**src/rtl/alu_pipe_pkg.sv**
```systemverilog
// Shared types for the alu_pipe block: opcode enum and flag bit positions.
// Latency: n/a (types and constants only).
// Backpressure: n/a.
package alu_pipe_pkg;

  typedef enum logic [2:0] {
    OP_ADD     = 3'd0,
    OP_SUB     = 3'd1,
    OP_NOTB    = 3'd2,
    OP_GTU     = 3'd3,
    OP_ACC_ADD = 3'd4,
    OP_ACC_LD  = 3'd5,
    OP_ACC_CLR = 3'd6,
    OP_RSVD    = 3'd7
  } op_t;

  // flags bus is {N,Z,C,V}
  localparam int NUM_FLAGS = 4;
  localparam int FLAG_V    = 0;
  localparam int FLAG_C    = 1;
  localparam int FLAG_Z    = 2;
  localparam int FLAG_N    = 3;

endpackage

```
**src/rtl/alu_pipe_if.sv**
```systemverilog
// Operand/result handshake bundle for alu_pipe (flags only with ALU_PIPE_FLAGS_EN).
// Latency: n/a (wires only).
// Backpressure: valid/ready on both the operand and the result side.
interface alu_pipe_if
  import alu_pipe_pkg::*;
#(
  parameter int WIDTH = 16
);

  logic             in_valid;
  logic             in_ready;
  op_t              op;
  logic [WIDTH-1:0] a;
  logic [WIDTH-1:0] b;
  logic             out_valid;
  logic             out_ready;
  logic [WIDTH-1:0] r;
  logic [WIDTH-1:0] acc;
`ifdef ALU_PIPE_FLAGS_EN
  logic [NUM_FLAGS-1:0] flags;
`endif

  // producer/consumer side
  modport master (
    output in_valid, op, a, b, out_ready,
    input  in_ready, out_valid, r, acc
`ifdef ALU_PIPE_FLAGS_EN
    , input flags
`endif
  );

  // ALU side
  modport slave (
    input  in_valid, op, a, b, out_ready,
    output in_ready, out_valid, r, acc
`ifdef ALU_PIPE_FLAGS_EN
    , output flags
`endif
  );

endinterface

```
**src/rtl/alu_pipe_core.sv**
```systemverilog
// Combinational ALU datapath: (op,a,b,acc) -> (r, acc_next, acc_we, flags with ALU_PIPE_FLAGS_EN).
// Latency: 0 cycles, purely combinational.
// Backpressure: none; the caller decides when results and acc_next are committed.
module alu_core
  import alu_pipe_pkg::*;
#(
  parameter int               WIDTH    = 16,
  parameter logic [WIDTH-1:0] ACC_INIT = '0
) (
  input  op_t              op,
  input  logic [WIDTH-1:0] a,
  input  logic [WIDTH-1:0] b,
  input  logic [WIDTH-1:0] acc,
  output logic [WIDTH-1:0] r,
  output logic [WIDTH-1:0] acc_next,
  output logic             acc_we
`ifdef ALU_PIPE_FLAGS_EN
  ,
  output logic [NUM_FLAGS-1:0] flags
`endif
);

  // Result and accumulator update selection per opcode
  always_comb begin
    r        = '0;
    acc_next = acc;
    acc_we   = 1'b0;
    case (op)
      OP_ADD:     r = a + b;
      OP_SUB:     r = a - b;
      OP_NOTB:    r = ~b;
      OP_GTU:     r = {{(WIDTH-1){1'b0}}, (a > b)};
      OP_ACC_ADD: begin
        acc_next = acc + a;
        acc_we   = 1'b1;
        r        = acc + a;
      end
      OP_ACC_LD:  begin
        acc_next = a;
        acc_we   = 1'b1;
        r        = a;
      end
      OP_ACC_CLR: begin
        acc_next = ACC_INIT;
        acc_we   = 1'b1;
        r        = ACC_INIT;
      end
      default:    r = '0;
    endcase
  end

`ifdef ALU_PIPE_FLAGS_EN
  // Status flags; an unsigned sum wraps below an addend exactly when it carries out
  always_comb begin
    flags         = '0;
    flags[FLAG_N] = r[WIDTH-1];
    flags[FLAG_Z] = (r == '0);
    case (op)
      OP_ADD: begin
        flags[FLAG_C] = (r < a);
        flags[FLAG_V] = (a[WIDTH-1] == b[WIDTH-1]) && (r[WIDTH-1] != a[WIDTH-1]);
      end
      OP_SUB: begin
        flags[FLAG_C] = (a < b);
        flags[FLAG_V] = (a[WIDTH-1] != b[WIDTH-1]) && (r[WIDTH-1] != a[WIDTH-1]);
      end
      OP_ACC_ADD: begin
        flags[FLAG_C] = (r < acc);
        flags[FLAG_V] = (acc[WIDTH-1] == a[WIDTH-1]) && (r[WIDTH-1] != acc[WIDTH-1]);
      end
      default: ;
    endcase
  end
`endif

endmodule

```
**src/rtl/alu_pipe.sv**
```systemverilog
// 2-stage pipelined ALU with internal accumulator; optional flags via ALU_PIPE_FLAGS_EN.
// Latency: result valid 2 clk edges after input acceptance; 1 op/cycle sustained.
// Backpressure: in_ready = !s1_valid || !s2_valid || out_ready; stalled outputs hold stable.
module alu_pipe
  import alu_pipe_pkg::*;
#(
  parameter int               WIDTH    = 16,
  parameter logic [WIDTH-1:0] ACC_INIT = '0
) (
  input logic        clk,
  input logic        rst_n,
  alu_pipe_if.slave  bus
);

  logic             s1_valid;
  op_t              s1_op;
  logic [WIDTH-1:0] s1_a;
  logic [WIDTH-1:0] s1_b;
  logic             s2_valid;
  logic [WIDTH-1:0] r_q;
  logic [WIDTH-1:0] acc_q;
  logic [WIDTH-1:0] core_r;
  logic [WIDTH-1:0] core_acc_next;
  logic             core_acc_we;
  logic             in_ready;
  logic             in_fire;
  logic             s2_adv;

  // S1 may refill whenever it is empty, draining into S2, or the whole pipe is moving
  assign in_ready = !s1_valid || !s2_valid || bus.out_ready;
  assign in_fire  = bus.in_valid && in_ready;
  assign s2_adv   = s1_valid && (!s2_valid || bus.out_ready);

`ifdef ALU_PIPE_FLAGS_EN
  logic [NUM_FLAGS-1:0] core_flags;
  logic [NUM_FLAGS-1:0] flags_q;
`endif

  alu_core #(
    .WIDTH    (WIDTH),
    .ACC_INIT (ACC_INIT)
  ) u_core (
    .op       (s1_op),
    .a        (s1_a),
    .b        (s1_b),
    .acc      (acc_q),
    .r        (core_r),
    .acc_next (core_acc_next),
    .acc_we   (core_acc_we)
`ifdef ALU_PIPE_FLAGS_EN
    ,
    .flags    (core_flags)
`endif
  );

  // S1: capture accepted op/a/b, free the slot when it moves on to S2
  always_ff @(posedge clk or negedge rst_n) begin
    if (!rst_n) begin
      s1_valid <= 1'b0;
      s1_op    <= OP_ADD;
      s1_a     <= '0;
      s1_b     <= '0;
    end else if (in_fire) begin
      s1_valid <= 1'b1;
      s1_op    <= bus.op;
      s1_a     <= bus.a;
      s1_b     <= bus.b;
    end else if (s2_adv) begin
      s1_valid <= 1'b0;
    end
  end

  // S2: register the computed result; hold while the consumer stalls
  always_ff @(posedge clk or negedge rst_n) begin
    if (!rst_n) begin
      s2_valid <= 1'b0;
      r_q      <= '0;
    end else if (s2_adv) begin
      s2_valid <= 1'b1;
      r_q      <= core_r;
    end else if (bus.out_ready) begin
      s2_valid <= 1'b0;
    end
  end

  // Accumulator commits only on the S1->S2 move, so a stalled op never touches it
  always_ff @(posedge clk or negedge rst_n) begin
    if (!rst_n) begin
      acc_q <= ACC_INIT;
    end else if (s2_adv && core_acc_we) begin
      acc_q <= core_acc_next;
    end
  end

`ifdef ALU_PIPE_FLAGS_EN
  // Flags travel with r through S2
  always_ff @(posedge clk or negedge rst_n) begin
    if (!rst_n) begin
      flags_q <= '0;
    end else if (s2_adv) begin
      flags_q <= core_flags;
    end
  end

  assign bus.flags = flags_q;
`endif

  assign bus.in_ready  = in_ready;
  assign bus.out_valid = s2_valid;
  assign bus.r         = r_q;
  assign bus.acc       = acc_q;

endmodule

```
**src/flat_wrapper.sv**
```systemverilog
// flat-port wrapper written by rule: the top's interface ports become plain ports
module alu_pipe_flat import alu_pipe_pkg::*;
#(
  parameter int               WIDTH    = 16,
  parameter logic [WIDTH-1:0] ACC_INIT = '0
)
  (clk, rst_n, bus_in_valid, bus_op, bus_a, bus_b, bus_out_ready, bus_in_ready, bus_out_valid, bus_r, bus_acc);
  alu_pipe_if #(.WIDTH(WIDTH)) bus_i ();
  input logic clk;
  input logic rst_n;
  input wire logic [$bits(bus_i.in_valid)-1:0] bus_in_valid;
  input wire logic [$bits(bus_i.op)-1:0] bus_op;
  input wire logic [$bits(bus_i.a)-1:0] bus_a;
  input wire logic [$bits(bus_i.b)-1:0] bus_b;
  input wire logic [$bits(bus_i.out_ready)-1:0] bus_out_ready;
  output wire logic [$bits(bus_i.in_ready)-1:0] bus_in_ready;
  output wire logic [$bits(bus_i.out_valid)-1:0] bus_out_valid;
  output wire logic [$bits(bus_i.r)-1:0] bus_r;
  output wire logic [$bits(bus_i.acc)-1:0] bus_acc;
  assign bus_i.in_valid = bus_in_valid;
  assign bus_i.op = bus_op;
  assign bus_i.a = bus_a;
  assign bus_i.b = bus_b;
  assign bus_i.out_ready = bus_out_ready;
  assign bus_in_ready = bus_i.in_ready;
  assign bus_out_valid = bus_i.out_valid;
  assign bus_r = bus_i.r;
  assign bus_acc = bus_i.acc;
  alu_pipe #(.WIDTH(WIDTH), .ACC_INIT(ACC_INIT)) u_core (.clk(clk), .rst_n(rst_n), .bus(bus_i));
endmodule
```
**config.mk**
```make
export PLATFORM = sky130hd
export DESIGN_NAME = alu_pipe_flat
export DESIGN_NICKNAME = d
export VERILOG_FILES = /design/src/rtl/alu_pipe_pkg.sv /design/src/rtl/alu_pipe_if.sv /design/src/rtl/alu_pipe_core.sv /design/src/rtl/alu_pipe.sv /design/src/flat_wrapper.sv
export SDC_FILE = /design/constraint.sdc
export NUM_CORES = 1
export LEC_CHECK = 0
export CORE_MARGIN = 8
export CORE_UTILIZATION = 40
export CTS_CLUSTER_DIAMETER = 80
export DETAILED_ROUTE_END_ITERATION = 10
export DONT_BUFFER_PORTS = 1
export RECOVER_POWER = 100
export SLEW_MARGIN = 5
export SYNTH_ARGS = -nofsm -noshare
export SYNTH_HDL_FRONTEND = slang
export SYNTH_SLANG_ARGS = --single-unit
```
**constraint.sdc**
```tcl
create_clock -name clk -period 4.4 [get_ports clk]
set_input_delay 0.88 -clock clk [delete_from_list [all_inputs] [get_ports clk]]
set_output_delay 0.88 -clock clk [all_outputs]
set_load 0.01 [all_outputs]
```
==> results.md <==
- Seq. cell area: 1730 sq um
- Detailed Route Iter0 Violations: 499
- Worst IR Drop VDD: 0.255 mV
- Resize count post-CTS: 0
- Hold buffers post-CTS: 0
- Fraction of registers with async set or reset after synthesis: 1.00
- Cell Rows: 43
- Commonest non-fill, non-tap cell in the layout: dfrtp_1
- Clock tree skew after final layout: 0.00493 ns
- Maximum frequency from static timing analysis: 0.296 GHz
- Initial antenna violation count: 1
- Mean routed wirelength per cell: 21.5 microns
- Synth Register Bits: 69
- Worst slack at placement: 1.30 ns
- Final slew viol count: 36
- RSZ-0062 raised after global routing: no
- Diodes inserted: 0
- Post-synthesis net count: 716
- Detailed-route vias per instance: 6.12
- Multi-input logic area: 3500 sq um
- HPWL after detailed placement: 12.6 mm
- Dominant synthesized flop cell: dfrtp_1
- Post-synthesis sequential area ratio: 0.313
- Uppermost layer routed: met5
- Yosys synthesis warning count: 0
- Run status: finished, violations left
- Cell Area, Synth: 5510 sq um
- Fin crit share: 0.769
- Crit start category: register
- # port buffers: 0
- Final TNS setup: 0 ns
- Number of enable flip-flop cells after synthesis: 0
- Initial Util: 0.403
- DRT met1 WL: 7.64 mm
- H-tree level count: 3
- Violations in the final reports: max-capacitance violations, max-slew violations
- Detailed-router iteration count before antenna repair: 5
- Worst setup path category: register to register
- Residual antenna-violating net count after detailed routing: 0
- Min cycle time layout: 3.38 ns
- Leakage dissipation: 2.62 nW
- Final number of hold-violating endpoints: 0
- TritonCTS clock tree: built
- End-of-flow core utilization: 0.437
- Routed length on met3: 1.53 mm
- Largest net degree at the start of global routing: 70
- R2R Path End: u_core.bus.r[14]
- Worst-case setup margin in the final layout: 1.02 ns
- Number of global-route vias before repair: 4,649
- Core area: 13,700 sq um
- Die Wd: 133 microns
- Final hold slack: 0.227 ns
- Number of clock buffers inserted by TritonCTS: 9
- Number of cell instances on the worst register-to-register path: 9
- Layout-stage area growth over the synthesis result: 8.43%
- Die area: 17,800 sq um
- Clock buffer depth: 2
- Final number of setup-violating endpoints: 0
- Top-level I/O count: 73
- Gr ovfl total: 0
- Global placer's final weighted congestion: 0.941
- Max_slew headroom: -0.512
- Share of post-route cells with drive strength above 1: 0.115
- Filler cells: 1,368
- Post-CTS setup buffer count: 0
- Met2 layer wire length in the routed design: 7.55 mm
- Mapped Avg Cell Area: 8.77 sq um
- GR Util All Layers: 0.191
- P per Cell Area: 623 nW/um^2
- Crit. End Element: register
- CTS clock-pin slew for the worst setup and hold paths: 0.06 ns
- Number of clock sinks seen by CTS: 69
- Total Nets Final: 700
- Non-filler instance count after layout: 797
- Type of the most critical hold path: primary input to async pin
- Via Count: 4,878
- Gate Count Post-Synth: 628
- Worst reg2reg startpoint: u_core.s1_a[4]
- Slew at the pin with the worst max-slew slack: 2.27 ns
- Drc violations: 0
- Commonest non-fill, non-tap cells in the layout: dfrtp_1, o21ai_0, nand2_1, a21oi_1, ha_1
- Worst EP arrival: 3.65 ns
- Number of distinct library cells after synthesis: 65
- DRT Wirelength: 17.1 mm
- Crit-path max FO: 10
- Flop-to-flop setup slack: 1.02 ns
- Global-route wire length before repair: 26.7 mm
- Req. time, crit path: 4.66 ns
- Clock latency on the worst-skew pair: 0.35 ns
- Number of cells in the design after placement: 781
- Die height: 133 microns
- Root buf cell: clkbuf_16
- Max-cap violations: 1
critical path, stage by stage, from the launching register on:
cell	delay [ns]
dfrtp_1	0.48
ha_1	0.52
or3b_1	0.18
o211ai_1	0.13
a2111oi_0	0.93
o41ai_2	0.17
a2111oi_0	0.47
nor2_1	0.08
a32o_1	0.21
a31oi_1	0.13
state kept, by name, summed over array words and instances (netlist names):
register,cells
u_core.s1_b,16
u_core.bus.acc,16
u_core.s1_op,3
u_core.s1_a,16
u_core.s1_valid,1
u_core.bus.r,16
u_core.bus.out_valid,1
stage by stage:
stage,area (sq um),total power [W]
after floorplan,5510,0.00241
after global placement,5650,0.00284
after detailed placement,5650,0.00287
after CTS,5990,0.00371
after global routing,5970,0.00397
final,5970,0.00372
cell usage after synthesis (4+ instances only):
cell type	instances	area share
o22ai_1	6	0.0068
mux2_2	38	0.078
nor2_1	31	0.021
ha_1	46	0.10
a31oi_1	5	0.0057
nand4_1	5	0.0057
or2_2	5	0.0057
a21boi_0	5	0.0068
dfrtp_1	69	0.31
nand3_1	13	0.012
or3_1	8	0.0091
o21bai_1	5	0.0068
nor2b_1	5	0.0057
nand2b_1	9	0.010
a22oi_1	18	0.025
o21ai_0	59	0.054
xnor2_1	14	0.022
a211oi_1	9	0.012
o21a_1	4	0.0055
a221oi_1	6	0.0095
o31ai_1	9	0.012
a21o_1	11	0.015
a21oi_1	47	0.043
nor3_1	17	0.015
nand2_1	52	0.035
clkbuf_1	28	0.019
xor2_1	7	0.011
inv_1	39	0.027
routing by layer:
layer,vias to the layer above,global-route usage
met4,2,0.0711
met1,2395,0.263
li1,2270,-
met3,29,0.0463
met2,182,0.281
met5,-,0
worst max-delay path by stage:
stage	endpoint	slack [ns]	start	cells after the start
2_1_floorplan	u_core.bus.r[14]	1.67	u_core.s1_a[0]	11
3_3_place_gp	u_core.bus.r[12]	1.29	u_core.s1_a[1]	10
3_5_place_dp	u_core.bus.r[14]	1.30	u_core.s1_a[0]	11
4_1_cts	u_core.bus.r[12]	1.28	u_core.s1_a[1]	10
5_1_grt	u_core.bus.r[12]	0.77	u_core.s1_a[5]	9
6_report	u_core.bus.r[14]	1.02	u_core.s1_a[4]	9
cells by family after synthesis:
family,count (synthesis),synth area share
simple gates,157,0.137
buf+inv,72,0.0511
fa+ha+maj,49,0.115
xor+xnor,21,0.0334
compound gates,219,0.264
flops,69,0.313
mux,41,0.0854
area by class of cell:
type | count | share of cell area
multi-input cells | 487 | 0.586
flip-flops and latches | 69 | 0.289
clock buffers | 11 | 0.0423
well taps | 180 | 0.0377
inverters | 39 | 0.0245
clock inverters | 5 | 0.0136
repair buffers | 6 | 0.00629
power breakdown:
part           total [W]  switching [W]  internal [W]
combinational    0.00178        0.00102      0.000761
clock           0.000827       0.000298      0.000528
sequential       0.00111       0.000309      0.000806
total            0.00372        0.00163       0.00210
No activity file was read; power rests on OpenSTA's default activity.
